==> src/rtl/imem_loader.sv <==
// imem_loader: streams MSB-first program bytes into instruction memory.
// Optional end-of-load checksum check is built when IMEM_LOADER_CHECKSUM_EN is defined.
module imem_loader #(
  parameter int DEPTH_WORDS = 64
) (
  input  logic        clk,
  input  logic        Reset,
  input  logic        start,
  input  logic [7:0]  word_count,
  input  logic [7:0]  byte_in,
  input  logic        byte_valid,
  output logic        byte_ready,
  output logic        mem_we,
  output logic [31:0] mem_addr,
  output logic [31:0] mem_wdata,
  output logic        cpu_reset_n,
  output logic        busy,
  output logic        done,
  output logic        error,
  output logic        checksum_ok
);

  localparam logic [31:0] DEPTH_U = 32'(DEPTH_WORDS);

  typedef enum logic [2:0] {
    S_IDLE,
    S_RECV,
    S_WRITE,
`ifdef IMEM_LOADER_CHECKSUM_EN
    S_CHECK,
`endif
    S_DONE
  } state_t;

  state_t      state, state_n;
  logic [7:0]  wc_q;
  logic [7:0]  widx;
  logic [1:0]  bcnt;
  logic [23:0] acc;
  logic [31:0] word_in;
  logic        fire;
  logic        idle_like;
  logic        go_zero;
  logic        go_err;
  logic        go_load;
  logic        last_word;
  logic        byte4;

`ifdef IMEM_LOADER_CHECKSUM_EN
  logic [31:0] sum_q;
  logic        chk_q;
`endif

  assign fire      = byte_valid & byte_ready;
  assign word_in   = {acc, byte_in};
  assign byte4     = fire & (bcnt == 2'd3);
  assign idle_like = (state == S_IDLE) | (state == S_DONE);
  assign go_zero   = idle_like & start & (word_count == 8'd0);
  assign go_err    = idle_like & start & ({24'd0, word_count} > DEPTH_U);
  assign go_load   = idle_like & start & ~go_zero & ~go_err;
  assign last_word = (widx == wc_q - 8'd1);

`ifdef IMEM_LOADER_CHECKSUM_EN
  assign checksum_ok = chk_q & done;
`else
  assign checksum_ok = done;
`endif

  // State register.
  always_ff @(posedge clk) begin
    if (Reset) state <= S_IDLE;
    else       state <= state_n;
  end

  // Next-state and per-state strobes.
  always_comb begin
    state_n    = state;
    byte_ready = 1'b0;
    mem_we     = 1'b0;
    busy       = 1'b0;
    done       = 1'b0;
    unique case (state)
      S_IDLE, S_DONE: begin
        done = (state == S_DONE);
        if (go_zero)      state_n = S_DONE;
        else if (go_err)  state_n = S_IDLE;
        else if (go_load) state_n = S_RECV;
      end
      S_RECV: begin
        busy       = 1'b1;
        byte_ready = 1'b1;
        if (byte4) state_n = S_WRITE;
      end
      S_WRITE: begin
        busy   = 1'b1;
        mem_we = 1'b1;
        if (!last_word)
          state_n = S_RECV;
        else
`ifdef IMEM_LOADER_CHECKSUM_EN
          state_n = S_CHECK;
`else
          state_n = S_DONE;
`endif
      end
`ifdef IMEM_LOADER_CHECKSUM_EN
      S_CHECK: begin
        busy       = 1'b1;
        byte_ready = 1'b1;
        if (byte4) state_n = S_DONE;
      end
`endif
      default: state_n = S_IDLE;
    endcase
  end

  // Datapath: byte assembly, write address/data, status flags.
  always_ff @(posedge clk) begin
    if (Reset) begin
      wc_q        <= '0;
      widx        <= '0;
      bcnt        <= '0;
      acc         <= '0;
      mem_addr    <= '0;
      mem_wdata   <= '0;
      cpu_reset_n <= 1'b0;
      error       <= 1'b0;
`ifdef IMEM_LOADER_CHECKSUM_EN
      sum_q       <= '0;
      chk_q       <= 1'b0;
`endif
    end else begin
      if (go_load) begin
        wc_q        <= word_count;
        widx        <= '0;
        bcnt        <= '0;
        acc         <= '0;
        error       <= 1'b0;
        cpu_reset_n <= 1'b0;
`ifdef IMEM_LOADER_CHECKSUM_EN
        sum_q       <= '0;
        chk_q       <= 1'b0;
`endif
      end
      if (go_zero) begin
        error <= 1'b0;
`ifdef IMEM_LOADER_CHECKSUM_EN
        chk_q <= 1'b1;
`endif
      end
      if (go_err) begin
        error <= 1'b1;
      end
      if (fire) begin
        acc  <= word_in[23:0];
        bcnt <= bcnt + 2'd1;
      end
      if (byte4 && state == S_RECV) begin
        mem_wdata <= word_in;
        mem_addr  <= {22'd0, widx, 2'b00};
      end
      if (state == S_WRITE) begin
        widx  <= widx + 8'd1;
`ifdef IMEM_LOADER_CHECKSUM_EN
        sum_q <= sum_q + mem_wdata;
`endif
      end
`ifdef IMEM_LOADER_CHECKSUM_EN
      if (byte4 && state == S_CHECK) begin
        chk_q <= (word_in == sum_q);
      end
`endif
      if (state_n == S_DONE) begin
        cpu_reset_n <= 1'b1;
      end
    end
  end

endmodule

==> config.mk <==
export PLATFORM = sky130hd
export DESIGN_NAME = imem_loader
export DESIGN_NICKNAME = d
export VERILOG_FILES = /design/src/rtl/imem_loader.sv
export SDC_FILE = /design/constraint.sdc
export NUM_CORES = 1
export LEC_CHECK = 0
export BUFFER_PORTS_ARGS = -buffer_cell sky130_fd_sc_hd__buf_2
export CELL_PAD_IN_SITES_DETAIL_PLACEMENT = 1
export CELL_PAD_IN_SITES_GLOBAL_PLACEMENT = 2
export CORE_ASPECT_RATIO = 0.8
export CORE_MARGIN = 5
export CORE_UTILIZATION = 27
export DETAILED_ROUTE_END_ITERATION = 16
export GPL_TIMING_DRIVEN = 0
export PLACE_DENSITY_LB_ADDON = 0.1
export SKIP_CTS_REPAIR_TIMING = 1
export SYNTH_ARGS = -nofsm -noshare
export SYNTH_HDL_FRONTEND = slang
export SYNTH_SLANG_ARGS = --single-unit
==> constraint.sdc <==
create_clock -name clk -period 1.9 [get_ports clk]
set_input_delay 0 -clock clk [delete_from_list [all_inputs] [get_ports clk]]
set_output_delay 0 -clock clk [all_outputs]
set_load 0.02 [all_outputs]
==> report_table.html <==
<table>
<tr><th>Metric</th><th>Value</th></tr>
<tr><th colspan="2">Power</th></tr>
<tr><td>Switching power share of the total</td><td>0.228</td></tr>
<tr><td>Int Power</td><td>2880 uW</td></tr>
<tr><td>Sw Pwr</td><td>852 uW</td></tr>
<tr><td>Worst vdd ir</td><td>0.413 mV</td></tr>
<tr><td>Combinational share of power</td><td>0.065</td></tr>
<tr><td>Clock power frac</td><td>0.443</td></tr>
<tr><td>Sequential cell fraction of total power</td><td>0.492</td></tr>
<tr><td>P per Cell Area</td><td>765 mW/mm2</td></tr>
<tr><td>Total leakage power</td><td>0.00202 uW</td></tr>
<tr><th colspan="2">Worst setup path</th></tr>
<tr><td>Crit start category</td><td>flip-flop</td></tr>
<tr><td>Sort of element at the end of the critical path</td><td>flip-flop</td></tr>
<tr><td>Setup slack of the worst register-to-register path</td><td>-0.01 ns</td></tr>
<tr><td>Category of the most critical setup path</td><td>reg -&gt; reg</td></tr>
<tr><td>CP Data Arrival Time</td><td>2.17 ns</td></tr>
<tr><td>Peak fanout along the critical path</td><td>4</td></tr>
<tr><td>WP data required</td><td>2.16 ns</td></tr>
<tr><th colspan="2">Timing</th></tr>
<tr><td>Final setup violation count</td><td>1</td></tr>
<tr><td>Period utilization</td><td>1.01</td></tr>
<tr><td>Hold Fails Final Rpt</td><td>0</td></tr>
<tr><td>WHS</td><td>0.0187 ns</td></tr>
<tr><td>Fin worst setup slack</td><td>-0.0121 ns</td></tr>
<tr><td>Crit path time final</td><td>1.91 ns</td></tr>
<tr><td>Transition time of the tightest slew-check pin</td><td>0.687 ns</td></tr>
<tr><td>Fmax achieved</td><td>0.523 GHz</td></tr>
<tr><td>Worst Clk Skew</td><td>0.00562 ns</td></tr>
<tr><td>Max-slew violation total from the final report</td><td>0</td></tr>
<tr><td>Relative slew slack</td><td>0.538</td></tr>
<tr><td>Setup repair after global routing missed its margin</td><td>true</td></tr>
<tr><th colspan="2">Clocking</th></tr>
<tr><td>Number of buffers created by CTS</td><td>9</td></tr>
<tr><td>Max Root-Sink Buffers</td><td>2</td></tr>
<tr><td>Clock Pin Slew Worst Setup and Hold Paths</td><td>0.06 ns</td></tr>
<tr><td>Number of clock sinks seen by CTS</td><td>87</td></tr>
<tr><td>Number of levels in the clock H-tree</td><td>3</td></tr>
<tr><td>CTS tree</td><td>built</td></tr>
<tr><td>Clock tree root buffer cell</td><td>sky130_fd_sc_hd__clkbuf_16</td></tr>
<tr><td>Worst skew pair latency</td><td>0.34 ns</td></tr>
<tr><th colspan="2">GRT</th></tr>
<tr><td>Number of global-route vias before repair</td><td>3475</td></tr>
<tr><td>Maximum number of pins on one net before global-route repair</td><td>14</td></tr>
<tr><td>Global route total overflow</td><td>0</td></tr>
<tr><td>GR Util All Layers</td><td>0.141</td></tr>
<tr><td>Number of antenna violations at the first check in global routing</td><td>0</td></tr>
<tr><td>Wire length of the first global-routing pass</td><td>18000 um</td></tr>
<tr><th colspan="2">Die</th></tr>
<tr><td>Initial cell density of the core</td><td>0.274</td></tr>
<tr><td>Std-Cell Core Area</td><td>0.0135 mm2</td></tr>
<tr><td>Site row count</td><td>38</td></tr>
<tr><td>Area of the die</td><td>0.0161 mm2</td></tr>
<tr><td>Vert. Die Dim</td><td>115 um</td></tr>
<tr><td>Die width</td><td>141 um</td></tr>
<tr><td>Num ports</td><td>91</td></tr>
<tr><th colspan="2">Placement</th></tr>
<tr><td>Global placement routability congestion</td><td>0.769</td></tr>
<tr><td>Port Buf Inserts</td><td>66</td></tr>
<tr><td># placed instances</td><td>734</td></tr>
<tr><td>HPWL reported at the end of detailed placement</td><td>8250 um</td></tr>
<tr><th colspan="2">Status</th></tr>
<tr><td>Failing checks</td><td>setup timing</td></tr>
<tr><td>Status</td><td>complete, but fails checks</td></tr>
<tr><th colspan="2">Finish</th></tr>
<tr><td>Net count reported at finish</td><td>608</td></tr>
<tr><td>Non-Filler Instances</td><td>769</td></tr>
<tr><td>Area Growth Syn to Fin</td><td>32.0%</td></tr>
<tr><td>Diodes inserted</td><td>0</td></tr>
<tr><td>Fraction of final layout cells sized beyond drive strength 1</td><td>0.243</td></tr>
<tr><td>Count of fill cells added during filler insertion</td><td>1670</td></tr>
<tr><th colspan="2">Drt</th></tr>
<tr><td>Iteration-0 DRC Markers</td><td>141</td></tr>
<tr><td>Routed Wire Length</td><td>11000 um</td></tr>
<tr><td>Drc violations</td><td>0</td></tr>
<tr><td>Final ANT Viol Nets</td><td>0</td></tr>
<tr><td>Routed wirelength normalized by instance count</td><td>14.3 um</td></tr>
<tr><td>Vias</td><td>3473</td></tr>
<tr><td>Average via count per standard cell</td><td>4.52</td></tr>
<tr><td>Detailed-routing iteration count for the pre-antenna-repair pass</td><td>4</td></tr>
<tr><th colspan="2">Synthesis</th></tr>
<tr><td>Number of synthesized register bits</td><td>87</td></tr>
<tr><td>Post-synthesis sequential area ratio</td><td>0.471</td></tr>
<tr><td>Dominant cells by area after synthesis</td><td>sky130_fd_sc_hd__dfxtp_1 47%, sky130_fd_sc_hd__nand2_1 11%, sky130_fd_sc_hd__a21oi_1 11%</td></tr>
<tr><td>Most used DFF post-synth</td><td>sky130_fd_sc_hd__dfxtp_1</td></tr>
<tr><td>Mapped Area</td><td>0.00370 mm2</td></tr>
<tr><td>Count of warnings emitted by yosys</td><td>0</td></tr>
<tr><td>Library cell occupying the most area in the post-synthesis netlist</td><td>sky130_fd_sc_hd__dfxtp_1</td></tr>
<tr><td>Mean post-synth cell area</td><td>7.97 um2</td></tr>
<tr><td>Ys async rst share</td><td>0</td></tr>
<tr><td>Share of Yosys cell area claimed by the top area cell type</td><td>0.471</td></tr>
<tr><td>Distinct cell type count after synthesis</td><td>45</td></tr>
<tr><td>Cell with the most instances after synthesis</td><td>sky130_fd_sc_hd__nand2_1</td></tr>
<tr><td>Synthesized instance count</td><td>464</td></tr>
<tr><td>Commonest cells in the netlist</td><td>113 x sky130_fd_sc_hd__nand2_1, 87 x sky130_fd_sc_hd__dfxtp_1, 80 x sky130_fd_sc_hd__a21oi_1, 34 x sky130_fd_sc_hd__nand3_1</td></tr>
<tr><td>Number of flops mapped to enable cells by yosys</td><td>0</td></tr>
<tr><th colspan="2">Min path</th></tr>
<tr><td>Classification of the worst-slack hold path</td><td>in -&gt; reg</td></tr>
<tr><th colspan="2">Run</th></tr>
<tr><td>Max-cap violation count</td><td>0</td></tr>
</table>
==> layout by cell type (no fill, tap or decap), drive strengths merged, types with 2 or more instances in the layout <==
| cell | synthesis | layout |
|---|---|---|
| xnor2 | 6 | 6 |
| dfxtp | 87 | 87 |
| xor2 | 3 | 3 |
| a21oi | 80 | 80 |
| nor2 | 15 | 15 |
| ha | 3 | 3 |
| mux2i | 8 | 8 |
| or3b | 2 | 2 |
| clkbuf | 25 | 36 |
| nand2b | 5 | 5 |
| and3 | 4 | 4 |
| buf | 32 | 104 |
| nor3 | 5 | 5 |
| nor4 | 2 | 2 |
| nand2 | 113 | 113 |
| a21boi | 2 | 2 |
| inv | 4 | 4 |
| nand3 | 34 | 34 |
| a311oi | 2 | 2 |
| o21ai | 8 | 8 |
| conb | 1 | 25 |
| clkinv | 1 | 3 |
| dlygate4sd3 | 0 | 15 |
| nor3b | 2 | 2 |
| nor2b | 2 | 2 |
==> path summary, 6_finish.rpt <==
path | from | end | cells after the start
max | wc_q[3] | cpu_reset_n | 5
min | Reset | state[1] | 3
min reg2reg | mem_wdata[17] | mem_wdata[17] | 2
max reg2reg | wc_q[3] | cpu_reset_n | 5
==> stage by stage <==
step / TNS, ns / instance area, um2 / worst slack [ns] / utilization / total power [uW]
after floorplan: 0 / 3790 / 0.0176 / - / 2030
after global placement: -5.22 / 4350 / -0.274 / 0.322 / 2090
after detailed placement: -6.19 / 4350 / -0.278 / 0.322 / 2090
after CTS: -6.29 / 4620 / -0.297 / 0.342 / 3770
after global routing: -0.219 / 4880 / -0.110 / 0.362 / 3900
final: -0.0121 / 4880 / -0.0121 / 0.362 / 3740
==> kinds of logic (layout without fill, tap and decap cells) <==
family / count (synthesis) / after routing / share of synthesized area
AOI/OAI and AO/OA: 102 / 102 / 0.151
xor gates and xnor gates: 9 / 9 / 0.0213
adders and majority gates: 3 / 3 / 0.0102
buffers and inverters: 62 / 163 / 0.0904
DFF: 87 / 87 / 0.471
muxes: 8 / 8 / 0.0217
other: 1 / 25 / 0.00101
and+or+nand+nor: 192 / 192 / 0.233
==> registers in the layout, indices dropped and copies added (netlist names) <==
register	flops
error	1
mem_addr	8
widx	8
cpu_reset_n	1
mem_wdata	32
state	3
wc_q	8
acc	24
bcnt	2
==> metal layers <==
metal | global-route usage | vias to the layer above | part of all wire
met5 | 0 | - | 0
met4 | 0.0465 | 0 | 0.0087
met3 | 0.0380 | 9 | 0.050
met2 | 0.209 | 75 | 0.42
met1 | 0.200 | 1630 | 0.53
li1 | - | 1759 | -
==> power by group through the flow <==
stage | clock network (uW) | logic [uW] | registers (uW)
floorplan | 0 | 153 | 1880
detailed placement | 0 | 211 | 1880
finish | 1650 | 245 | 1840
global placement | 0 | 209 | 1880
CTS | 1720 | 211 | 1840
global route | 1790 | 273 | 1840
==> cell type report <==
cell class / count / area, um2 / share of cell area
well taps: 180 / 225 / 0.0461
inverters: 5 / 22.5 / 0.00461
flip-flops and latches: 87 / 1750 / 0.359
plain buffers: 54 / 315 / 0.0646
clock inverters: 3 / 18.8 / 0.00384
repair buffers: 89 / 541 / 0.111
multi-input cells: 339 / 1750 / 0.359
clock buffers: 12 / 256 / 0.0525
==> critical path: stages, from the launching register on <==
cell	delay [ns]
sky130_fd_sc_hd__dfxtp_4	0.34
sky130_fd_sc_hd__or4_4	0.55
sky130_fd_sc_hd__or4b_4	0.50
sky130_fd_sc_hd__a21oi_2	0.16
sky130_fd_sc_hd__o211ai_1	0.12
sky130_fd_sc_hd__a22oi_1	0.16
No activity file was read; power rests on OpenSTA's default activity.
